--- src/rtl/fetch_queue_pkg.sv ---
// Shared types and constants for the instruction fetch queue.
// Entries carry the PC, instruction word and a misaligned-PC (AdEL) flag.
package fetch_pkg;

  localparam int          PC_W     = 32;
  localparam logic [31:0] NOP      = 32'h0000_0000;
  localparam logic [31:0] PC_RESET = 32'h0000_3000;

  typedef struct packed {
    logic [31:0] pc;
    logic [31:0] instr;
    logic        adel;
  } fq_entry_t;

  function automatic logic is_misaligned(input logic [31:0] pc);
    return (pc & 32'h0000_0003) != 32'h0;
  endfunction

endpackage

--- src/rtl/fetch_queue_if.sv ---
// Handshake bundle between IFU, fetch queue and decode, plus flush and occupancy.
// slave = queue side, master = the surrounding pipeline driving it.
interface fetch_queue_if #(parameter int DEPTH = 4);
  import fetch_pkg::*;

  logic                   in_valid;
  logic                   in_ready;
  logic [PC_W-1:0]        in_pc;
  logic [PC_W-1:0]        in_instr;
  logic                   out_valid;
  logic                   out_ready;
  logic [PC_W-1:0]        out_pc;
  logic [PC_W-1:0]        out_instr;
  logic                   out_adel;
  logic                   flush;
  logic [$clog2(DEPTH):0] count;

  modport slave (
    input  in_valid, in_pc, in_instr, out_ready, flush,
    output in_ready, out_valid, out_pc, out_instr, out_adel, count
  );

  modport master (
    output in_valid, in_pc, in_instr, out_ready, flush,
    input  in_ready, out_valid, out_pc, out_instr, out_adel, count
  );

endinterface

--- src/rtl/fetch_queue_mem.sv ---
// DEPTH-entry register array: one write port, one asynchronous read port.
// Data is deliberately not reset; validity is tracked by the queue's count.
module fetch_queue_mem
  import fetch_pkg::*;
#(
  parameter int DEPTH = 4,
  localparam int AW   = $clog2(DEPTH)
) (
  input  logic          clk,
  input  logic          we_i,
  input  logic [AW-1:0] waddr_i,
  input  fq_entry_t     wdata_i,
  input  logic [AW-1:0] raddr_i,
  output fq_entry_t     rdata_o
);

  fq_entry_t mem_q [DEPTH];

  always_ff @(posedge clk) begin
    if (we_i) begin
      mem_q[waddr_i] <= wdata_i;
    end
  end

  assign rdata_o = mem_q[raddr_i];

endmodule

--- src/rtl/fetch_queue.sv ---
// In-order IFU->decode prefetch queue, DEPTH entries, 1-cycle push-to-head latency; refuses pushes when full or flushing.
// Optional FETCH_QUEUE_BYPASS_EN: empty queue forwards the input combinationally to the head.
module fetch_queue
  import fetch_pkg::*;
#(
  parameter int DEPTH = 4
) (
  input  logic          Clk,
  input  logic          Reset,
  fetch_queue_if.slave  bus
);

  localparam int AW = $clog2(DEPTH);
  localparam int CW = AW + 1;

  logic [AW-1:0] wr_ptr_q, wr_ptr_d;
  logic [AW-1:0] rd_ptr_q, rd_ptr_d;
  logic [CW-1:0] count_q, count_d;

  fq_entry_t in_ent;
  fq_entry_t mem_rd;
  fq_entry_t head_ent;

  logic empty, full, byp;
  logic push, pop, store, deq, head_vld;

  assign in_ent = '{pc: bus.in_pc, instr: bus.in_instr, adel: is_misaligned(bus.in_pc)};
  assign empty  = (count_q == '0);
  assign full   = (count_q == CW'(DEPTH));

`ifdef FETCH_QUEUE_BYPASS_EN
  assign byp = empty & bus.in_valid & ~bus.flush;
`else
  assign byp = 1'b0;
`endif

  fetch_queue_mem #(.DEPTH(DEPTH)) u_mem (
    .clk     (Clk),
    .we_i    (store),
    .waddr_i (wr_ptr_q),
    .wdata_i (in_ent),
    .raddr_i (rd_ptr_q),
    .rdata_o (mem_rd)
  );

  always_comb begin
    head_vld = (~empty | byp) & ~bus.flush;
    head_ent = byp ? in_ent : mem_rd;

    bus.in_ready  = ~full & ~bus.flush;
    bus.out_valid = head_vld;
    bus.out_pc    = head_vld ? head_ent.pc    : '0;
    bus.out_instr = head_vld ? head_ent.instr : NOP;
    bus.out_adel  = head_vld & head_ent.adel;
    bus.count     = count_q;

    push  = bus.in_valid & bus.in_ready;
    pop   = head_vld & bus.out_ready;
    // A bypassed entry consumed this cycle never touches the array.
    store = push & ~(byp & bus.out_ready);
    deq   = pop & ~byp;

    wr_ptr_d = wr_ptr_q;
    rd_ptr_d = rd_ptr_q;
    count_d  = count_q;
    if (bus.flush) begin
      wr_ptr_d = '0;
      rd_ptr_d = '0;
      count_d  = '0;
    end else begin
      if (store) wr_ptr_d = wr_ptr_q + 1'b1;
      if (deq)   rd_ptr_d = rd_ptr_q + 1'b1;
      case ({store, deq})
        2'b10:   count_d = count_q + 1'b1;
        2'b01:   count_d = count_q - 1'b1;
        default: count_d = count_q;
      endcase
    end
  end

  always_ff @(posedge Clk or negedge Reset) begin
    if (!Reset) begin
      wr_ptr_q <= '0;
      rd_ptr_q <= '0;
      count_q  <= '0;
    end else begin
      wr_ptr_q <= wr_ptr_d;
      rd_ptr_q <= rd_ptr_d;
      count_q  <= count_d;
    end
  end

endmodule

--- src/flat_wrapper.sv ---
// flat-port wrapper written by rule: the top's interface ports become plain ports
module fetch_queue_flat import fetch_pkg::*;
#(
  parameter int DEPTH = 4
)
  (Clk, Reset, bus_in_valid, bus_in_pc, bus_in_instr, bus_out_ready, bus_flush, bus_in_ready, bus_out_valid, bus_out_pc, bus_out_instr, bus_out_adel, bus_count);
  fetch_queue_if #(.DEPTH(DEPTH)) bus_i ();
  input  logic Clk;
  input  logic Reset;
  input wire logic [$bits(bus_i.in_valid)-1:0] bus_in_valid;
  input wire logic [$bits(bus_i.in_pc)-1:0] bus_in_pc;
  input wire logic [$bits(bus_i.in_instr)-1:0] bus_in_instr;
  input wire logic [$bits(bus_i.out_ready)-1:0] bus_out_ready;
  input wire logic [$bits(bus_i.flush)-1:0] bus_flush;
  output wire logic [$bits(bus_i.in_ready)-1:0] bus_in_ready;
  output wire logic [$bits(bus_i.out_valid)-1:0] bus_out_valid;
  output wire logic [$bits(bus_i.out_pc)-1:0] bus_out_pc;
  output wire logic [$bits(bus_i.out_instr)-1:0] bus_out_instr;
  output wire logic [$bits(bus_i.out_adel)-1:0] bus_out_adel;
  output wire logic [$bits(bus_i.count)-1:0] bus_count;
  assign bus_i.in_valid = bus_in_valid;
  assign bus_i.in_pc = bus_in_pc;
  assign bus_i.in_instr = bus_in_instr;
  assign bus_i.out_ready = bus_out_ready;
  assign bus_i.flush = bus_flush;
  assign bus_in_ready = bus_i.in_ready;
  assign bus_out_valid = bus_i.out_valid;
  assign bus_out_pc = bus_i.out_pc;
  assign bus_out_instr = bus_i.out_instr;
  assign bus_out_adel = bus_i.out_adel;
  assign bus_count = bus_i.count;
  fetch_queue #(.DEPTH(DEPTH)) u_core (.Clk(Clk), .Reset(Reset), .bus(bus_i));
endmodule
--- config.mk ---
export PLATFORM = sky130hd
export DESIGN_NAME = fetch_queue_flat
export DESIGN_NICKNAME = d
export VERILOG_FILES = /design/src/rtl/fetch_queue_pkg.sv /design/src/rtl/fetch_queue_if.sv /design/src/rtl/fetch_queue_mem.sv /design/src/rtl/fetch_queue.sv /design/src/flat_wrapper.sv
export SDC_FILE = /design/constraint.sdc
export NUM_CORES = 1
export LEC_CHECK = 0
export ABC_CLOCK_PERIOD_IN_PS = 3600
export BUFFER_PORTS_ARGS = -buffer_cell sky130_fd_sc_hd__buf_2
export CORE_MARGIN = 10
export CORE_UTILIZATION = 37
export DETAILED_ROUTE_END_ITERATION = 6
export PLACE_DENSITY = 0.65
export REMOVE_ABC_BUFFERS = 1
export SLEW_MARGIN = 0
export SYNTH_ARGS = -nofsm -noshare
export SYNTH_HDL_FRONTEND = slang
export SYNTH_SLANG_ARGS = --single-unit
--- constraint.sdc ---
create_clock -name Clk -period 3.6 [get_ports Clk]
set_input_delay 0.54 -clock Clk [delete_from_list [all_inputs] [get_ports Clk]]
set_output_delay 0.54 -clock Clk [all_outputs]
set_load 0.1 [all_outputs]
==> summary.md, run 1 <==
| Metric | Value |
|---|---|
| Status | completed |
| Postcts setup bufs | 0 |
| GPL Wtd Cong | 0.687 |
| Slowest cell on crit path | dfrtp_4 |
| CP cell instances | mux4_2 > and2_1 > buf_2 |
| Final worst slack | 0.384 ns |
| Max-cap violations | 0 |
| Clock buffer count from CTS | 28 |
| Combinational share of power | 20.2% |
| Place WS | 0.743 ns |
| Register area share after synthesis | 76.7% |
| Synth cell types | 37 |
| Synthesized area | 10400 um2 |
| Post-layout min period | between 3 and 4 ns |
| Most common cell after layout, fill and taps aside | edfxtp_1 |
| Cell Area, Placed | 11500 um2 |
| Detail Route Antenna Nets | 0 |
| Max-slew violation count | 0 |
| Clk_skew | 0.0139 ns |
| Pin count of the biggest net entering global routing | 68 |
| Psw | 2.35 mW |
| Slew margin rel. | between 20 and 30% |
| Final instance area | 12400 um2 |
| Startpoint Class | flip-flop |
| Avg Cell Area, Syn | 21.7 um2 |
| CTS max path bufs | 3 |
| Routed vias | 5002 |
| RSZ-0062 raised after global routing | no |
| WP depth | 3 |
| Main synth FF type | edfxtp_1 |
| Switching Share | 29.9% |
| CP delay by family, top | flip-flops |
| Compound-cell area share of the yosys netlist | less than 1% |
| Synth Area in Simple Gates | about 5.4% |
| Ports | about 140 |
| #FFs+latches synth | 267 |
| Post-synth EDFFs | 260 |
| Initial Util | between 30% and 40% |
| Cell-internal power | about 5.5 mW |
| Buffers & Inverters on Critical Path | 1 |
| Reg clk slew, reported paths | 0.06 ns |
| DPL Wire Length | around 13000 um |
| Global Route Usage Sum | a little under an eighth |
| Async S/R FF share, synth | 2.62% |
| Hold Buf Count CTS | 1 |
| Final routed DRC violation total | 0 |
| Die height | 188 um |
| Die area | 35300 um2 |
| Final Hold Viols | 0 |
| Vias in the first global route | around 5600 |
| Pre-Repair DR Iteration Count | 4 |
| Row count | between 60 and 70 |
| Post-Syn Instances | ~480 |
| Global route overflow | 0 |
| # setup viols final | 0 |
| Die width | 188 um |
| First-pass GRT wire length | roughly 32000 um |
| Leak | 4.24 nW |
| Syn-to-layout area delta | 19.1% |
| Layout filler cell count | ~2400 |
| Clock Tree Root | clkbuf_16 |
| Hold Path Class | input pin to flip-flop |
| Routed len/inst | ~20 um |
| Synth Area in Adders | 0.673% |
| Core area | 27800 um2 |
| Pwr Total | 7.87 mW |
| Largest family of logic cells by synthesized area | multiplexers |
| Worst Max-Slew Pin Slew | between 1 and 1.5 ns |
| CP endpoint kind | primary output |
| Hold Worst Slack | 0.224 ns |
| Clock sink count | roughly 270 |
| R2R depth | 10 |
| Critical Path Max Stage Delay | 1.13 ns |
| CTS tree | done |
| Worst hold stages | 1 |
| Max Freq | ~310 MHz |
| Synth Area in XOR/XNOR | 0.336% |
| Initial antenna violation count | 5 |
| Detailed-route wire length | slightly above 20000 um |
| Period utilization | 89.3% |
| Max VDD drop | 0.309 mV |
| Worst EP arrival | 2.68 ns |
| Latest clock arrival within the worst-skew pair | 0.53 ns |
| Finished Core Util | 44.6% |
| Mux cell area share after synthesis | 14.3% |
| Buffers on Ports | 138 |
| Pwr dens | 634 nW/um2 |
| Share of layout cells above drive strength 1 | around 40% |
| H-tree depth | 1 |
| Most frequent cells in the layout | edfxtp_1 (260), buf_2 (138), and2_1 (66), mux4_2 (65), clkbuf_16 (29) |
| Sequential share of power | between 40% and 50% |
| Clock power frac | 33.6% |
| # resized after CTS | 0 |
| Crit path required time | 3.06 ns |
| Warnings from Yosys | 0 |
| Crit path kind | flip-flop to primary output |
| Vias per cell | 4.85 |
| Worst-path maximum fanout | 67 |
| 1st-iter DRT viols | 218 |
| Post-layout nets | 703 |
cell families (layout without fill, tap and decap cells):
logic type | count (synthesis) | count (layout)
other | 0 | 3
AOI/OAI and AO/OA | 13 | 13
DFF | 267 | 267
xor gates and xnor gates | 4 | 4
muxes | 67 | 67
and+or+nand+nor | 93 | 93
adders and majority gates | 5 | 5
buffers and inverters | 30 | 201
metal layers:
| metal | vias up | global-route usage (%) | part of all wire [%] |
|---|---|---|---|
| met5 | - | 0 | 0.25 |
| met4 | 6 | 2.80 | 1.7 |
| met3 | 36 | 3.54 | 6.1 |
| met2 | 127 | 20.2 | 51 |
| met1 | 2592 | 13.9 | 41 |
| li1 | 2241 | - | - |
state kept, by name, summed over array words and instances, names as in the netlist:
register and cells:
u_core.bus.count 3, u_core.wr_ptr_q 2, u_core.rd_ptr_q 2, u_core.u_mem.mem_q 260
power by group through the flow:
| stage | clock network (mW) | logic, mW | registers, mW |
|---|---|---|---|
| 6_report | 2.64 | 1.59 | 3.63 |
| 5_1_grt | 2.84 | 1.69 | 3.65 |
| 4_1_cts | 2.72 | 1.63 | 3.64 |
| 3_5_place_dp | 0 | 1.63 | 3.70 |
| 3_3_place_gp | 0 | 1.61 | 3.69 |
| 2_1_floorplan | 0 | 1.21 | 3.77 |
cell usage after synthesis (3+ instances only):
library cell | number | area (um2)
inv_1 | 3 | 11.3
dfrtp_1 | 7 | 175
nor2_1 | 5 | 18.8
and2_1 | 66 | 413
clkbuf_1 | 8 | 30.0
o21ai_0 | 3 | 15.0
and3_1 | 4 | 25.0
buf_2 | 11 | 55.1
mux4_2 | 65 | 1460
nand2_1 | 5 | 18.8
ha_1 | 4 | 50.1
buf_12 | 4 | 80.1
edfxtp_1 | 260 | 7810
nor2b_1 | 4 | 25.0
a21oi_1 | 5 | 25.0
stage by stage:
step                      cells  setup TNS, ns
after detailed placement    976              0
final                      1031              0
after floorplan             452        -433.98
after CTS                  1028              0
after global routing       1028              0
after global placement      976              0
area by class of cell:
class	count	area, um2	area share, %
Antenna cell	3	7.51	0.0605
Clock buffer	32	737	5.94
Clock inverter	19	116	0.938
Inverter	3	11.3	0.0908
Multi-Input combinational cell	182	2250	18.1
Sequential cell	267	7990	64.4
Tap cell	378	473	3.81
Timing Repair Buffer	147	823	6.64
final timing paths:
path,startpoint,to,slack (ns)
setup / recovery,u_core.rd_ptr_q[1],bus_out_pc[30],0.38
hold / removal,bus_in_instr[11],u_core.u_mem.mem_q[0][12],0.22
setup reg to reg,u_core.bus.count[2],u_core.bus.count[1],1.02
hold reg to reg,u_core.bus.count[0],u_core.bus.count[0],0.68
max in group asynchronous,Reset,u_core.rd_ptr_q[0],3.04
min in group asynchronous,Reset,u_core.bus.count[2],0.38
Power figures use the tool's default switching activity.
==> inputs of run 2 (changes only) <==
--- a/config.mk
+++ b/config.mk
@@ -7,10 +7,13 @@
 export LEC_CHECK = 0
 export ABC_CLOCK_PERIOD_IN_PS = 3600
 export BUFFER_PORTS_ARGS = -buffer_cell sky130_fd_sc_hd__buf_2
+export CELL_PAD_IN_SITES_DETAIL_PLACEMENT = 0
+export CELL_PAD_IN_SITES_GLOBAL_PLACEMENT = 2
 export CORE_MARGIN = 10
 export CORE_UTILIZATION = 37
 export DETAILED_ROUTE_END_ITERATION = 6
-export PLACE_DENSITY = 0.65
+export GPL_ROUTABILITY_DRIVEN = 1
+export PLACE_DENSITY = 0.78
 export REMOVE_ABC_BUFFERS = 1
 export SLEW_MARGIN = 0
 export SYNTH_ARGS = -nofsm -noshare
==> run 2 against run 1 <==
Worst hold slack improved by 0.0083 ns. Core utilization about the same. Cell area about the same. Clock power about the same. Largest power group unchanged.
==> summary.md, run 2 (synthesis results as in run 1) <==
| Metric | Value |
|---|---|
| Status | completed |
| Share of layout cells above drive strength 1 | 39.8% (-0.063 points) |
| Crit path capture | bus_out_instr[22] |
| Crit path launch | u_core.bus.count[2] |
| Most frequent cells in the layout | edfxtp_1 (260), buf_2 (138), and2_1 (66), mux4_2 (65), clkbuf_16 (27) |
| Max-slew violation count | 0 (unchanged) |
| Max-cap violations | 0 (unchanged) |
| Layout filler cell count | 2467 (+2.1%) |
| Initial Util | 37.5% (unchanged) |
| H-tree depth | 1 (unchanged) |
| Final worst slack | 0.385 ns (+0.00133 ns) |
| Reg-to-reg slack, setup | 0.98 ns (-0.04 ns) |
| GPL Wtd Cong | 0.681 (-0.86%) |
| Detail Route Antenna Nets | 0 (unchanged) |
| Worst-path maximum fanout | 39 (-42%) |
| Initial antenna violation count | 3 (-2) |
| Hold Startpoint | bus_in_pc[24] |
| Die area | 35300 um2 (unchanged) |
| N_diodes | 0 (-3) |
| First-pass GRT wire length | 32500 um (+0.49%) |
| Pin count of the biggest net entering global routing | 68 (unchanged) |
| Die height | 188 um (unchanged) |
| Switching Share | 29.9% (about the same) |
| Die width | 188 um (unchanged) |
| Place WS | 0.779 ns (+0.0363 ns) |
| Slew margin rel. | 32.2% (+3.6 points) |
| # setup viols final | 0 (unchanged) |
| Buffers on Ports | 138 (unchanged) |
| Clock buffer count from CTS | 27 (-3.6%) |
| Most common cell after layout, fill and taps aside | edfxtp_1 |
| Sequential Area | 7990 um2 (unchanged) |
| CTS max path bufs | 3 (unchanged) |
| Post-layout min period | 3.22 ns (-0.00133 ns) |
| Period utilization | 89.3% (about the same) |
| Crit path kind | flip-flop to primary output |
| Largest register FFs | 260 (unchanged) |
| Sequential share of power | 46.3% (about the same) |
| Pre-Repair DR Iteration Count | 5 (+1) |
| Hold Path Class | input pin to flip-flop |
| Clk_skew | 0.0123 ns (-0.00163 ns) |
| Crit path required time | 3.06 ns (about the same) |
| Pwr Total | 7.86 mW (about the same) |
| Critical Path Max Stage Delay | 0.56 ns (-0.57 ns) |
| Latest clock arrival within the worst-skew pair | 0.52 ns (about the same) |
| Startpoint Class | flip-flop |
| Final Hold Viols | 0 (unchanged) |
| R2R depth | 11 (+1) |
| DPL Wire Length | 12800 um (-0.68%) |
| Post-layout nets | 701 (-0.28%) |
| Max VDD drop | 0.257 mV (-17%) |
| Syn-to-layout area delta | 19.0% (about the same) |
| CP cell instances | nor3_1 > or2_1 > inv_2 > buf_12 > and2_1 > buf_2 |
| Cell-internal power | 5.51 mW (about the same) |
| Final routed DRC violation total | 0 (unchanged) |
| Vias per cell | 4.85 (-0.12%) |
| Clock sink count | 267 (unchanged) |
| # resized after CTS | 0 (unchanged) |
| Reg with most FFs | u_core.u_mem.mem_q |
| Routed vias | 4962 (-0.80%) |
| Global route overflow | 0 (unchanged) |
| Hold Buf Count CTS | 1 (unchanged) |
| 1st-iter DRT viols | 293 (+34%) |
| Row count | 61 (unchanged) |
| RSZ-0062 raised after global routing | no |
| Reg2reg start | u_core.bus.count[2] |
| CP endpoint kind | primary output |
| Hold Worst Slack | 0.232 ns (+0.00829 ns) |
| Postcts setup bufs | 0 (unchanged) |
| CTS tree | done |
| Detailed-route wire length | 20800 um (about the same) |
| Clock Tree Root | clkbuf_16 |
| Multi-input gate area | 2250 um2 (unchanged) |
| Vias in the first global route | 5632 (+0.43%) |
| Worst EP arrival | 2.68 ns (about the same) |
| Psw | 2.35 mW (-0.13%) |
| Clock power frac | 33.3% (-0.3 points) |
| Core area | 27800 um2 (unchanged) |
| Max Freq | 311 MHz (about the same) |
| Slowest cell on crit path | dfrtp_1 |
| Reg clk slew, reported paths | 0.06 ns (about the same) |
| Pwr dens | 634 nW/um2 (about the same) |
| Routed len/inst | 20.3 um (+0.78%) |
| Combinational share of power | 20.5% (+0.3 points) |
| Leak | 4.24 nW (about the same) |
| Global Route Usage Sum | 11.7% (+0.057 points) |
| Ports | 139 (unchanged) |
| Crit Reg-Reg Endpoint | u_core.bus.count[2] |
| Worst Max-Slew Pin Slew | 1.02 ns (-0.0536 ns) |
## run 2: per-stage QoR
step                TNS, ns  area [um2]  utilization (%)  instances
global placement          0       11600             41.6        975
global route              0       12400             44.6       1024
finish                    0       12400             44.6       1024
detailed placement        0       11600             41.6        975
CTS                       0       12400             44.6       1024
floorplan           -433.98       10200                -        452
## run 2: layout make-up
| cell class | instances | area share (%) |
|---|---|---|
| sequential | 267 | 64.5 |
| multi-input combinational | 182 | 18.1 |
| timing repair buffer | 146 | 6.78 |
| clock buffer | 29 | 5.51 |
| tap | 378 | 3.82 |
| clock inverter | 19 | 1.22 |
| inverter | 3 | 0.0908 |
## run 2: layer usage
metal / wire (um) / up-vias / track usage, %
met1: 8690 / 2558 / 14.4
met2: 10400 / 133 / 20.0
met4: 290 / 6 / 2.49
met5: 41 / - / 0
met3: 1350 / 34 / 3.41
li1: - / 2231 / -
## run 2: critical path: cells and delay by family (launching register included)
family	cells	cell delay, ns
DFF	1	0.56
and+or+nand+nor	3	0.48
buffers and inverters	3	1.06
## run 2: worst min path at each step
stage	end	slack [ns]	depth (start not counted)
after floorplan	u_core.bus.count[0]	0.24	0
after global placement	u_core.bus.count[2]	0.38	1
after detailed placement	u_core.bus.count[2]	0.38	1
after CTS	u_core.u_mem.mem_q[2][18]	0.20	1
after global routing	u_core.u_mem.mem_q[0][57]	0.21	1
final	u_core.u_mem.mem_q[2][57]	0.23	1
## run 2: power groups by stage
stage	registers, mW	logic [mW]	clock network, mW
3_5_place_dp	3.71	1.64	0
4_1_cts	3.64	1.64	2.70
6_report	3.64	1.61	2.61
2_1_floorplan	3.77	1.21	0
3_3_place_gp	3.69	1.62	0
5_1_grt	3.65	1.70	2.85
